`config.mk`:
```
export PLATFORM = sky130hd
export DESIGN_NAME = prbs_train_lane_tx
export DESIGN_NICKNAME = d
export VERILOG_FILES = /design/src/rtl/prbs_train_lane_tx.sv
export SDC_FILE = /design/constraint.sdc
export NUM_CORES = 1
export LEC_CHECK = 0
export CORE_MARGIN = 2
export CORE_UTILIZATION = 40
export CTS_CLUSTER_SIZE = 25
export DETAILED_ROUTE_END_ITERATION = 7
export PLACE_DENSITY_LB_ADDON = 0.3
export SLEW_MARGIN = 5
export SYNTH_ARGS = -nofsm -noshare
export SYNTH_HDL_FRONTEND = slang
export SYNTH_SLANG_ARGS = --single-unit
```
`constraint.sdc`:
```
create_clock -name CLK -period 2.5 [get_ports CLK]
set_input_delay 0.5 -clock CLK [delete_from_list [all_inputs] [get_ports CLK]]
set_output_delay 0.5 -clock CLK [all_outputs]
set_load 0.05 [all_outputs]
```
`src/rtl/prbs_train_lane_tx.sv`:
```
// Fabric-side TX source for the DDRX4 IOD lanes: training pattern until the far end
// reports bit alignment, then PRBS7 (x^7+x^6+1) with optional single-bit error injection.
module prbs_train_lane_tx #(
  parameter int unsigned      LANES           = 2,
  parameter int unsigned      RATIO           = 8,
  parameter logic [RATIO-1:0] TRAIN_PATTERN   = 8'hF0,
  parameter int unsigned      TRAIN_MIN_WORDS = 256,
  parameter int unsigned      TRAIN_TIMEOUT   = 4095,
  parameter logic [6:0]       PRBS_SEED       = 7'h7F
) (
  input  logic                     CLK,
  input  logic                     RESET,
  input  logic                     START,
  input  logic                     ALGN_DONE,
  input  logic                     ALGN_ERR,
  input  logic                     INJ_ERR,
  output logic [LANES*RATIO-1:0]   TXD_DATA,
  output logic                     TX_VALID,
  output logic [1:0]               STATE,
  output logic [15:0]              TRAIN_CNT,
  output logic [7:0]               ERR_INJ_CNT
);

  typedef enum logic [1:0] {
    IDLE  = 2'd0,
    TRAIN = 2'd1,
    PRBS  = 2'd2,
    FAIL  = 2'd3
  } state_t;

  localparam logic [15:0] MIN_M1   = 16'(TRAIN_MIN_WORDS - 1);
  localparam logic [15:0] TIMEOUT  = 16'(TRAIN_TIMEOUT);

  state_t                   state;
  logic [6:0]               lfsr;
  logic [6:0]               prbs_src;
  logic [6:0]               prbs_next;
  logic [RATIO-1:0]         prbs_word;
  logic [LANES*RATIO-1:0]   inj_mask;

  assign STATE    = state;
  assign inj_mask = {{(LANES*RATIO-1){1'b0}}, INJ_ERR};

  // The entry word is generated straight from the seed so the first PRBS word
  // appears on the same edge that STATE becomes PRBS.
  always_comb begin
    prbs_src  = (state == PRBS) ? lfsr : PRBS_SEED;
    prbs_next = prbs_src;
    prbs_word = '0;
    for (int unsigned k = 0; k < RATIO; k++) begin
      prbs_word[k] = prbs_next[6] ^ prbs_next[5];
      prbs_next    = {prbs_next[5:0], prbs_word[k]};
    end
  end

  always_ff @(posedge CLK or posedge RESET) begin
    if (RESET) begin
      state       <= IDLE;
      TXD_DATA    <= '0;
      TX_VALID    <= 1'b0;
      TRAIN_CNT   <= '0;
      ERR_INJ_CNT <= '0;
      lfsr        <= PRBS_SEED;
    end else begin
      if ((state == PRBS) && INJ_ERR && (ERR_INJ_CNT != 8'hFF))
        ERR_INJ_CNT <= ERR_INJ_CNT + 8'd1;

      unique case (state)
        IDLE: begin
          if (START) begin
            state     <= TRAIN;
            TRAIN_CNT <= '0;
            TXD_DATA  <= {LANES{TRAIN_PATTERN}};
            TX_VALID  <= 1'b1;
          end else begin
            TXD_DATA  <= '0;
            TX_VALID  <= 1'b0;
          end
        end

        TRAIN: begin
          if (TRAIN_CNT != 16'hFFFF)
            TRAIN_CNT <= TRAIN_CNT + 16'd1;
          if (!START) begin
            state    <= IDLE;
            TXD_DATA <= '0;
            TX_VALID <= 1'b0;
          end else if (ALGN_ERR) begin
            state    <= FAIL;
            TXD_DATA <= '0;
            TX_VALID <= 1'b0;
          end else if (ALGN_DONE && (TRAIN_CNT >= MIN_M1)) begin
            state    <= PRBS;
            lfsr     <= prbs_next;
            TXD_DATA <= {LANES{prbs_word}};
            TX_VALID <= 1'b1;
          end else if (TRAIN_CNT >= TIMEOUT) begin
            state    <= FAIL;
            TXD_DATA <= '0;
            TX_VALID <= 1'b0;
          end else begin
            TXD_DATA <= {LANES{TRAIN_PATTERN}};
            TX_VALID <= 1'b1;
          end
        end

        PRBS: begin
          if (!START) begin
            state    <= IDLE;
            TXD_DATA <= '0;
            TX_VALID <= 1'b0;
          end else begin
            lfsr     <= prbs_next;
            TXD_DATA <= {LANES{prbs_word}} ^ inj_mask;
            TX_VALID <= 1'b1;
          end
        end

        FAIL: begin
          TXD_DATA <= '0;
          TX_VALID <= 1'b0;
          if (!START)
            state <= IDLE;
        end

        default: begin
          state    <= IDLE;
          TXD_DATA <= '0;
          TX_VALID <= 1'b0;
        end
      endcase
    end
  end

endmodule
```
### Yosys cells after proc, flatten, opt, wreduce, memory -nomap -nowiden

Cells that the tools add are included.

| storage, ports and cells | value |
|---|---|
| register bits after elaboration | 50 |
| input port bits | 6 |
| output and inout port bits | 43 |
| logic and storage cells | 72 |

| cells by class | value |
|---|---|
| $add $sub $neg | 2 |
| order comparisons | 2 |
| eq/ne operators | 13 |
| multiplexer cells | 29 |
| bitwise logic cells | 9 |
| reduce and logical (&&, ||, !) cells | 11 |

Operators by type and width:

| cell | number |
|---|---|
| $mux 16 | 8 |
| $pmux 16 s4 | 1 |
| $mux 7 | 5 |
| $pmux 16 s2 | 1 |
| $add 16x1->16 const B | 1 |
| $ge 16x12->1 const B | 1 |
| $ge 16x8->1 const B | 1 |
| $ne 16x16->1 const B | 1 |
| $xor 16x1->16 | 1 |
| $ne 2x2->1 const B | 7 |
| $pmux 7 s2 | 1 |
| $mux 2 | 6 |
| $add 8x1->8 const B | 1 |
| $ne 8x8->1 const B | 1 |
| $xor 1x1->1 | 8 |
| $pmux 2 s3 | 1 |
| $reduce_and 3->1 | 2 |
| $mux 1 | 5 |
| $ne 5x5->1 const B | 1 |
| $reduce_and 5->1 | 1 |
| $eq 2x2->1 const B | 2 |
| $reduce_bool 2->1 | 2 |
| $reduce_or 2->1 | 2 |
| $logic_and 1x1->1 | 3 |
| 3 further kinds | 3 |

### Logic depth before layout (Yosys ltp)

| logic depth | value |
|---|---|
| depth after elaboration | 8 |
| gate-level depth with buffers | 5 |
| depth with buffers taken out | 5 |

### Least setup slack after synthesis

No wires, ideal clock.

| timing | value |
|---|---|
| path kind | register to register |
| start | register state[1], in the netlist STATE[1] |
| end | register TRAIN_CNT[13] |
| setup time | 0.078 ns |
| arrival | 2.092 ns |
| required time | 2.422 ns |
| setup slack | 0.331 ns |
| stages on the path, launching flop included | 6 |
| buffers on the path | 1 |
| period minus slack after synthesis | 2.169 ns |
| path through | dfrtp_1 o21bai_2 or4_1 buf_2 or4_1 a21oi_1 |

| between the ends | value |
|---|---|
| longest elaborated chain between the ends | 3 |
| elaborated cells between the ends (all ways) | 7 |
| classes of those cells | eq/ne: 3; mux: 1; reduce/logical: 3 |

Ends and longest elaborated chain:

| element | line | source |
|---|---|---|
| start: declaration | 34 | `state_t state;` |
| start signal: assignment | 58 | `state <= IDLE;` |
| start signal: assignment | 71 | `state <= TRAIN;` |
| start signal: assignment | 85 | `state <= IDLE;` |
| $eq 2x1->1 / $logic_not 2->1 (equally long branches) | 68 | `unique case (state)` |
| $ne 2x2->1 (no source line) / $reduce_bool 2->1 (equally long branches) | - |  |
| $reduce_and 3->1 (no source line) | - |  |
| end signal: assignment | 83 | `TRAIN_CNT <= TRAIN_CNT + 16'd1;` |
| end: declaration | 20 | `output logic [15:0] TRAIN_CNT,` |

Parallel ways exist; a longest one is shown, timed or not.
A chain may end at the register's enable or synchronous reset.

### Worst setup path in the final report

| timing | value |
|---|---|
| start | register TRAIN_CNT[9] |
| end | output port TRAIN_CNT[9] |

No word-level cell between the ends.

==> metrics.log <==
[metrics] clock-pin slew on the worst setup and hold paths: 0.08 ns
[metrics] maximum count of clock buffers along a single path: 2
[metrics] Starting Density: 0.4097
[metrics] total clock sinks: 43
[metrics] Hold Violations, Final: 0
[metrics] post-layout util: 0.5342
[metrics] Placer Congestion: 0.7925
[metrics] count of input and output buffers: 48
[metrics] CP max FO: 8
[metrics] maximum operating frequency: 462.1 MHz
[metrics] half-perimeter wire length after placement: 3402 um
[metrics] slew of the pin with the lowest slew margin: 0.5777 ns
[metrics] setup repair after global routing missed its margin: no
[metrics] synthesized-area fraction occupied by and/or/nand/nor cells: 0.1976
[metrics] relative area change from synthesis to final layout: 30.38%
[metrics] antenna fix cells: 0
[metrics] slew margin rel.: 0.6137
[metrics] #FFs+latches synth: 43
[metrics] Max IR drop VDD: 0.0004686 V
[metrics] count of max-cap constraint violations: 0
[metrics] setup fix buffers added after clock tree synthesis: 0
[metrics] share of the synthesized area in compound gates (AO/OA/AOI/OAI): 0.1746
[metrics] synthesized-area fraction occupied by xor and xnor cells: 0.05896
[metrics] Worst Setup Start Kind: flop
[metrics] Slowest-stage cell, CP: clkdlybuf4s50_1
[metrics] setup_tns: 0 ns
[metrics] areal power density over the cells: 752.7 mW/mm^2
[metrics] outcome: completed
[metrics] count of instances resized after the clock tree is built: 0
[metrics] H-tree levels: 2
[metrics] minimum clock period: 2.164 ns
[metrics] vias in the first global route: 1771
[metrics] latest clock arrival within the worst-skew pair: 0.29 ns
[metrics] data required time of the critical path: 2.00 ns
[metrics] final net count: 278
[metrics] Static Leak: 1.172 nW
[metrics] adder-cell area share of the yosys netlist: 0.01123
[metrics] Vias/cell: 5.455
[metrics] Detailed Route WL: 4820 um
[metrics] area enclosed by the die boundary: 0.006184 sq mm
[metrics] synthesized area per cell: 10.18 sq um
[metrics] clock buffer count from CTS: 5
[metrics] post-route clock period utilization: 0.8656
[metrics] Final Max Slew Viols: 0
[metrics] Total Routing Usage GR: 0.1627
[metrics] fraction of layout instances using a drive strength above 1: 0.1587
[metrics] width of the die: 78.64 um
[metrics] Post-Synthesis Cell Area: 0.002228 sq mm
[metrics] leading cell type in the layout, fill and taps excluded: clkdlybuf4s50_1
[metrics] TritonCTS clock tree: yes
[metrics] synthesized net count: 227
[metrics] top library cells by usage in the layout, fill and taps aside: clkdlybuf4s50_1, dfrtp_1, nand2_1, a21oi_1, nor2_1
[metrics] number of core rows: 27
[metrics] global-route wire length before repair: 8204 um
[metrics] buffers plus inverters on the worst setup path: 1
[metrics] share of the yosys chip area belonging to registers: 0.4868
[metrics] Post-Synthesis Cells: 219
[metrics] drt pass-1 iters: 4
[metrics] number of flops mapped to enable cells by yosys: 0
[metrics] vias: 1871
[metrics] Largest delay share family, worst path: buffers and inverters
[metrics] Post-DRT Antenna Nets: 0
[metrics] most used flip-flop cell after synthesis: dfrtp_1
[metrics] number of DRC markers after the initial detailed-route iteration: 77
[metrics] CTS Root Buffer Type: clkbuf_8
[metrics] final count of negative-setup-slack endpoints: 0
[metrics] number of unique standard cell types used by synthesis: 48
[metrics] pin count of the biggest net entering global routing: 44
[metrics] share of flip-flops with an asynchronous set or reset after synthesis: 1.000
[metrics] die height: 78.64 um
[metrics] cells traversed along the worst timing path: clkdlybuf4s50_1
[metrics] number of remaining DRC errors: 0
[metrics] min-delay worst type: flop to flop
[metrics] setup skew after layout: 0.003449 ns
[metrics] leftover overflow at the end of global routing: 0
[metrics] category of the most critical setup path: flop to output pin
[metrics] ports placed on the boundary: 49
[metrics] final routed wire length divided by cell count: 14.05 um
[metrics] Worst Path Arrival: 1.66 ns
[metrics] number of warnings printed during yosys synthesis: 0
[metrics] placeable core area: 0.005439 sq mm
[metrics] Critical Path Sink Type: output pin
[metrics] share of cell area taken by muxes after synthesis: 0.02751
[metrics] main combinational cell family by area after synthesis: simple AND/OR/NAND/NOR gates
[metrics] Max stage delay on crit path: 0.86 ns
[metrics] antenna violations before repair: 0
[metrics] number of buffers added to fix hold violations after cts: 0
[flip-flops by register name, summed over array words and instances, names as in the netlist]
register,cells
ERR_INJ_CNT,8
STATE,2
TRAIN_CNT,16
TXD_DATA,9
TX_VALID,1
lfsr,7
[final timing paths]
check	startpoint	to	slack, ns	depth (start not counted)
setup / recovery	TRAIN_CNT[9]$_DFFE_PP0P_	TRAIN_CNT[9]	0.34	1
hold / removal	ERR_INJ_CNT[7]$_DFFE_PP0P_	ERR_INJ_CNT[7]$_DFFE_PP0P_	0.50	1
setup reg to reg	STATE[1]$_DFFE_PP0P_	TRAIN_CNT[13]$_DFFE_PP0P_	0.41	4
hold reg to reg	ERR_INJ_CNT[7]$_DFFE_PP0P_	ERR_INJ_CNT[7]$_DFFE_PP0P_	0.50	1
max in group asynchronous	RESET	lfsr[5]$_DFFE_PP1P_	1.47	3
min in group asynchronous	RESET	ERR_INJ_CNT[7]$_DFFE_PP0P_	0.65	3
[power by group]
group          switching (mW)  leakage (nW)  internal, mW
Sequential              0.106         0.557         0.823
Clock                   0.247        0.0581         0.298
Combinational           0.424         0.556         0.290
Total                   0.776          1.17          1.41
[per-layer routing]
layer  global-route usage  vias to the layer above  part of all wire
met4              0.04386                        0             0.013
met5                    0                        -                 0
met1               0.2210                      897              0.47
li1                     -                      911                 -
met2               0.2641                       55              0.47
met3              0.03333                        8             0.048
[synthesized netlist by cell type (all sizes together), types with 3 or more instances]
library cell	instances	share of area
dfrtp	36	0.40
nand2	21	0.035
a21oi	15	0.034
nor2	12	0.020
xnor2	11	0.043
buf	10	0.030
nand3	9	0.022
dfstp	7	0.083
or2	7	0.020
a31o	6	0.024
mux2i	5	0.022
nand4	5	0.014
o21ai	5	0.011
or4	5	0.017
and3	4	0.011
clkbuf	4	0.0067
inv	4	0.0067
o31ai	4	0.013
xor2	4	0.016
a21o	3	0.010
a31oi	3	0.0084
and4	3	0.012
nor4	3	0.0084
o311ai	3	0.012
[cells by family after synthesis]
kind of cell             Yosys count
AND/OR/NAND/NOR                   81
AO/OA/AOI/OAI                     54
flip-flops                        43
buffers and inverters             18
XOR/XNOR                          15
multiplexers                       6
adder cells (fa/ha/maj)            2
[through the flow]
stage               hold slack [ns]  total power [mW]  area, sq um  cells  setup slack (ns)
finish                       0.4982             2.187         2905    343            0.3361
global route                 0.5188             2.306         2905    343            0.1837
CTS                          0.5030             2.207         2905    343            0.3182
detailed placement           0.4910             1.661         2793    335           0.02404
global placement             0.4777             1.651         2793    335           0.09502
floorplan                    0.5586             1.459         2228    219            0.3307
[cell type report]
type,instances,area (sq um)
Multi-Input combinational cell,158,1047
Tap cell,72,90.09
Clock inverter,3,43.79
Clock buffer,5,68.82
Inverter,4,15.01
Timing Repair Buffer,58,555.5
Sequential cell,43,1085
Fill cell,493,2534
(Power assumes the default switching activity.)
